`src/rtl/counter_pkg.sv`:
```
// rtl/counter_pkg.sv - shared counter constants and load-value clamp helper
// Purpose : overflow-mode encodings and a clamp function for modulo-N counters.
// Contents: CNT_MODE_WRAP, CNT_MODE_SAT, clamp_mod()
package counter_pkg;

   localparam int CNT_MODE_WRAP = 0;
   localparam int CNT_MODE_SAT  = 1;

   // Clamp a value into 0..modulus-1; out-of-range values pin to the top.
   function automatic logic [63:0] clamp_mod(input logic [63:0] i_val,
                                             input logic [63:0] i_modulus);
      return (i_val < i_modulus) ? i_val : (i_modulus - 64'd1);
   endfunction

endpackage

```
`src/rtl/modn_updown_counter_tc_detect.sv`:
```
// rtl/modn_updown_counter_tc_detect.sv - terminal-count detector for modulo-N counters
// Purpose : flags count at its top (MODULUS-1) or bottom (0) and selects the
//           terminal count for the current direction.
// Ports   : i_count  in  WIDTH  current count
//           i_up     in  1      direction, 1 = up
//           o_at_max out 1      count == MODULUS-1
//           o_at_min out 1      count == 0
//           o_tc     out 1      terminal count for the current direction
module tc_detect #(
   parameter int WIDTH   = 4,
   parameter int MODULUS = 16
) (
   input  logic [WIDTH-1:0] i_count,
   input  logic             i_up,
   output logic             o_at_max,
   output logic             o_at_min,
   output logic             o_tc
);

   localparam logic [WIDTH-1:0] C_MAX = WIDTH'(MODULUS - 1);

   assign o_at_max = (i_count == C_MAX);
   assign o_at_min = (i_count == '0);
   assign o_tc     = i_up ? o_at_max : o_at_min;

endmodule

```
`src/rtl/modn_updown_counter.sv`:
```
// rtl/modn_updown_counter.sv - modulo-N up/down counter with load, clear, cascade enables, rco
// Purpose : parametrised synchronous modulo-N counter, wrap or saturate at
//           terminal count, chainable through rco -> ent.
// Ports   : clk   in  1      clock, rising edge
//           rst   in  1      asynchronous active-high reset
//           clr   in  1      synchronous clear (count and ovf)
//           load  in  1      synchronous load of din (clamped to MODULUS-1)
//           din   in  WIDTH  load value
//           enp   in  1      parallel count enable
//           ent   in  1      trickle count enable, gates rco
//           up    in  1      direction, 1 = up
//           count out WIDTH  registered count
//           rco   out 1      ripple carry out, combinational
//           ovf   out 1      sticky wrap/saturate flag
module modn_updown_counter
   import counter_pkg::*;
#(
   parameter int WIDTH   = 4,
   parameter int MODULUS = 16,
   parameter int SAT     = CNT_MODE_WRAP
) (
   input  logic             clk,
   input  logic             rst,
   input  logic             clr,
   input  logic             load,
   input  logic [WIDTH-1:0] din,
   input  logic             enp,
   input  logic             ent,
   input  logic             up,
   output logic [WIDTH-1:0] count,
   output logic             rco,
   output logic             ovf
);

   if (WIDTH < 1 || MODULUS < 2 ||
       longint'(MODULUS) > (longint'(1) << WIDTH)) begin : g_bad_params
      $error("modn_updown_counter: illegal WIDTH/MODULUS combination");
   end

   localparam logic [WIDTH-1:0] C_MAX = WIDTH'(MODULUS - 1);

   logic [WIDTH-1:0] r_count;
   logic             r_ovf;
   logic             w_at_max;
   logic             w_at_min;
   logic             w_tc;
   logic [WIDTH-1:0] w_din_clamped;

   tc_detect #(
      .WIDTH   (WIDTH),
      .MODULUS (MODULUS)
   ) u_tc_detect (
      .i_count  (r_count),
      .i_up     (up),
      .o_at_max (w_at_max),
      .o_at_min (w_at_min),
      .o_tc     (w_tc)
   );

   assign w_din_clamped = WIDTH'(clamp_mod(64'(din), 64'(MODULUS)));

   always_ff @(posedge clk or posedge rst) begin
      if (rst) begin
         r_count <= '0;
         r_ovf   <= 1'b0;
      end else if (clr) begin
         r_count <= '0;
         r_ovf   <= 1'b0;
      end else if (load) begin
         r_count <= w_din_clamped;
      end else if (enp && ent) begin
         if (up) begin
            if (!w_at_max) begin
               r_count <= r_count + WIDTH'(1);
            end else begin
               // At the top: wrap to 0 unless saturating, flag either way.
               r_ovf <= 1'b1;
               if (SAT != CNT_MODE_SAT) r_count <= '0;
            end
         end else begin
            if (!w_at_min) begin
               r_count <= r_count - WIDTH'(1);
            end else begin
               r_ovf <= 1'b1;
               if (SAT != CNT_MODE_SAT) r_count <= C_MAX;
            end
         end
      end
   end

   // enp deliberately does not gate rco so a cascade can pause on enp alone.
   assign rco   = ent & w_tc;
   assign count = r_count;
   assign ovf   = r_ovf;

endmodule
```
`config.mk`:
```
export PLATFORM = sky130hd
export DESIGN_NAME = modn_updown_counter
export DESIGN_NICKNAME = d
export VERILOG_FILES = /design/src/rtl/counter_pkg.sv /design/src/rtl/modn_updown_counter_tc_detect.sv /design/src/rtl/modn_updown_counter.sv
export SDC_FILE = /design/constraint.sdc
export NUM_CORES = 1
export LEC_CHECK = 0
export BUFFER_PORTS_ARGS = -buffer_cell sky130_fd_sc_hd__buf_2
export CAP_MARGIN = 20
export CELL_PAD_IN_SITES_DETAIL_PLACEMENT = 0
export CELL_PAD_IN_SITES_GLOBAL_PLACEMENT = 1
export CORE_AREA = 2 2 39 41
export CTS_BUF_LIST = sky130_fd_sc_hd__clkbuf_4
export DETAILED_ROUTE_END_ITERATION = 7
export DIE_AREA = 0 0 41 43
export GPL_TIMING_DRIVEN = 0
export PLACE_DENSITY_LB_ADDON = 0.1
export SETUP_SLACK_MARGIN = 0.4
export SYNTH_ARGS = -nofsm -noshare
export SYNTH_HDL_FRONTEND = slang
export SYNTH_SLANG_ARGS = --single-unit
```
`constraint.sdc`:
```
create_clock -name clk -period 1.7 [get_ports clk]
set_input_delay 0.17 -clock clk [delete_from_list [all_inputs] [get_ports clk]]
set_output_delay 0.17 -clock clk [all_outputs]
set_load 0.02 [all_outputs]
```
==> key figures <==
Outcome
  • Status: complete, but fails checks
  • Failing checks: negative setup slack

STA
  • Fin. Hold Viols: 0
  • Fin. max-slew vios: 0
  • Achievable clock frequency: 542 MHz
  • Clk_skew: 7.16 ps
  • Final setup violation count: 1
  • RSZ-0062 raised after global routing: yes
  • Crit share post-route: 109%
  • Actual slew at the worst max-slew pin: 486 ps
  • Tmin final: 1850 ps
  • Slew headroom: 67.5%
  • Final worst slack: -145 ps
  • Setup TNS Final: -145 ps

Clock network
  • Clock tree buffer depth: 2
  • CTS buffer count: 3
  • Clk pin slew, worst setup/hold paths: 50 ps
  • Clock Latency Late Sink: 240 ps
  • Clock H-tree levels: 1
  • CTS tree: yes
  • Root buffer cell: clkbuf_4
  • Clock sinks: 5

Setup path
  • R2R Setup Slk: 70 ps
  • CP Launch Point: count[0]
  • Worst Path Arrival: 1680 ps
  • CP required: 1530 ps
  • CP peak stage delay: 420 ps
  • Critical-path cell list: inv_2, ha_4, or3b_4, o21ai_4, and2_4, buf_6
  • Setup crit end kind: primary output
  • Critical Path Start Type: flip-flop
  • CP Max Fanout: 2
  • FF-to-FF Start: count[0]
  • Setup CP Type: reg2out
  • Buf+Inv Stages, Crit Path: 2
  • Crit-path slowest cell: dfrtp_2
  • Crit path max-delay family: simple AND/OR/NAND/NOR gates

Floorplan
  • IO Count: 17
  • Die Y: 43 um
  • Row Count: 14
  • Die Span X: 41 um
  • Core Region: 0.00138 sq mm
  • Initial core utilization: 31.2%
  • Die area: 0.00176 sq mm

Routing
  • DRC viols: 0
  • Routed WL: 1240 um
  • Routed via count: 487
  • Via density: 5.18
  • Drt first pass iters: 4
  • WL/cell: 13.1 um
  • Final antenna-violating net count: 0
  • Initial DRC count: 5

Yosys
  • Mux contribution to synthesized area: 2.32%
  • Synth Instances: 51
  • Top-area cell type share of the netlist area: 29.0%
  • Post-synthesis compound-gate area fraction: 36.5%
  • Proportion of synthesized chip area in sequential cells: 29.0%
  • Largest family of logic cells by synthesized area: compound AO/OA/AOI/OAI gates
  • Synth unique cells: 29
  • Adder-cell share of the synthesized area: 5.80%
  • Mapped Nets: 64
  • Area contributors post-synth: dfrtp_1 29%, a21oi_1 7.0%, ha_1 5.8%
  • Synth Register Bits: 5
  • YS warnings: 0
  • Syn Area/Cell: 8.46 sq um
  • Xor/xnor share of the synthesized area: 2.03%
  • Synth Cell Area: 432 sq um
  • Most area-hungry cell type in the Yosys netlist: dfrtp_1
  • Post-Synth Simple-Gate Area: 15.9%

Power
  • Final Power: 512 uW
  • PD cells: 720 mW/mm^2
  • Leakage: 0.313 nW
  • Worst vdd ir: 0.432 mV

GRT
  • First-pass GRT wire length: 1790 um
  • Number of global-route vias before repair: 423
  • Total grt overflow: 0
  • Gr usage total: 15.0%
  • Initial antenna violation count: 0
  • Largest net degree at the start of global routing: 11

Worst hold path
  • Min-delay src: clr
  • Worst Hold Class: in2reg

Place
  • HPWL after detailed placement: 825 um
  • IO buf count: 15
  • Placer Congestion: 0.677

Final layout
  • Fill count: 137
  • Area growth, synth to finish: 64.9%
  • Fraction of layout cells with a size suffix above 1: 56.4%
  • Diode count: 0
  • Final layout net count: 92

Run
  • Max-Cap Viols: 0
[cell families (layout without fill, tap and decap cells)]
group | Yosys count | in the layout
mux | 1 | 1
compound gates | 22 | 22
simple gates | 13 | 13
xor+xnor | 1 | 1
buf+inv | 7 | 34
fa+ha+maj | 2 | 2
flops | 5 | 5
[final timing paths]
kind,to,depth (start not counted)
max reg2reg,count[0],7
min in group asynchronous,count[3],3
min reg2reg,ovf,2
min,ovf,2
max,rco,6
max in group asynchronous,count[1],3
[power breakdown]
part	switching, mW	internal [mW]	total [mW]
clock network	0.0479	0.105	0.153
logic	0.110	0.110	0.221
registers	0.00947	0.130	0.139
total	0.168	0.345	0.512
[cells in the mapped netlist]
library cell,count
a211oi_2,1
a2bb2oi_1,1
a22oi_1,2
inv_1,4
xor2_1,1
a21oi_2,1
o21ai_1,1
o21a_1,1
o21bai_1,1
nor2_1,4
dfrtp_1,5
o31ai_2,1
or3b_4,1
nand4_1,1
a21oi_1,6
buf_6,1
mux2i_1,1
ha_1,2
buf_2,2
nor3_1,2
a31oi_1,3
nand2_1,2
nor2b_1,1
o31ai_1,1
o32ai_1,1
a311o_1,1
nor4_1,1
and2_1,1
o21ai_0,1
[flip-flops by register name, indices dropped and copies added (netlist names)]
signal,cells
ovf,1
count,4
[final cells by class]
cell class	instances	area [sq um]	share of cell area, %
Sequential cell	5	128	17.9
Tap cell	16	20.0	2.81
Inverter	4	15.0	2.11
Timing Repair Buffer	23	159	22.3
Buffer	3	21.3	2.99
Clock buffer	4	30.0	4.22
Multi-Input combinational cell	39	339	47.6
[layout by cell type (no fill, tap or decap), types with 2 or more instances in the layout]
| master | synthesis | layout |
|---|---|---|
| buf_2 | 2 | 16 |
| dfrtp_1 | 5 | 3 |
| nor3_2 | 0 | 2 |
| dfrtp_2 | 0 | 2 |
| a22oi_1 | 2 | 2 |
| buf_6 | 1 | 4 |
| nand2_1 | 2 | 2 |
| a31oi_1 | 3 | 3 |
| inv_1 | 4 | 2 |
| buf_4 | 0 | 4 |
| inv_2 | 0 | 2 |
| a21oi_1 | 6 | 6 |
| clkbuf_4 | 0 | 4 |
| nor2_1 | 4 | 4 |
| ha_4 | 0 | 2 |
[timing repair]
item / CTS / global route
endpoints found under the setup margin: 6 / 6
hold buffers: 1 / 0
pin swaps: 1 / 10
resized for setup: 7 / 8
setup buffers: 4 / 3
hold endpoints to repair: 5 / 0
[stage by stage]
stage	instance area, sq um	worst slack, ps	utilization (%)	hold slack (ps)	std cells
floorplan	453	129	-	-51.6	51
global placement	548	-33.9	39.6	83.2	82
detailed placement	548	-27.4	39.6	81.0	82
CTS	649	-143	46.9	205	91
global route	712	-200	51.4	222	94
finish	712	-145	51.4	194	94
[layer usage]
| metal | wire (um) | vias to the layer above | track usage [%] |
|---|---|---|---|
| met3 | 70 | 0 | 3.14 |
| li1 | - | 246 | - |
| met4 | 0 | 0 | 6.00 |
| met2 | 604 | 15 | 20.6 |
| met1 | 561 | 226 | 22.0 |
| met5 | 0 | - | 0 |
Power figures use the tool's default switching activity.
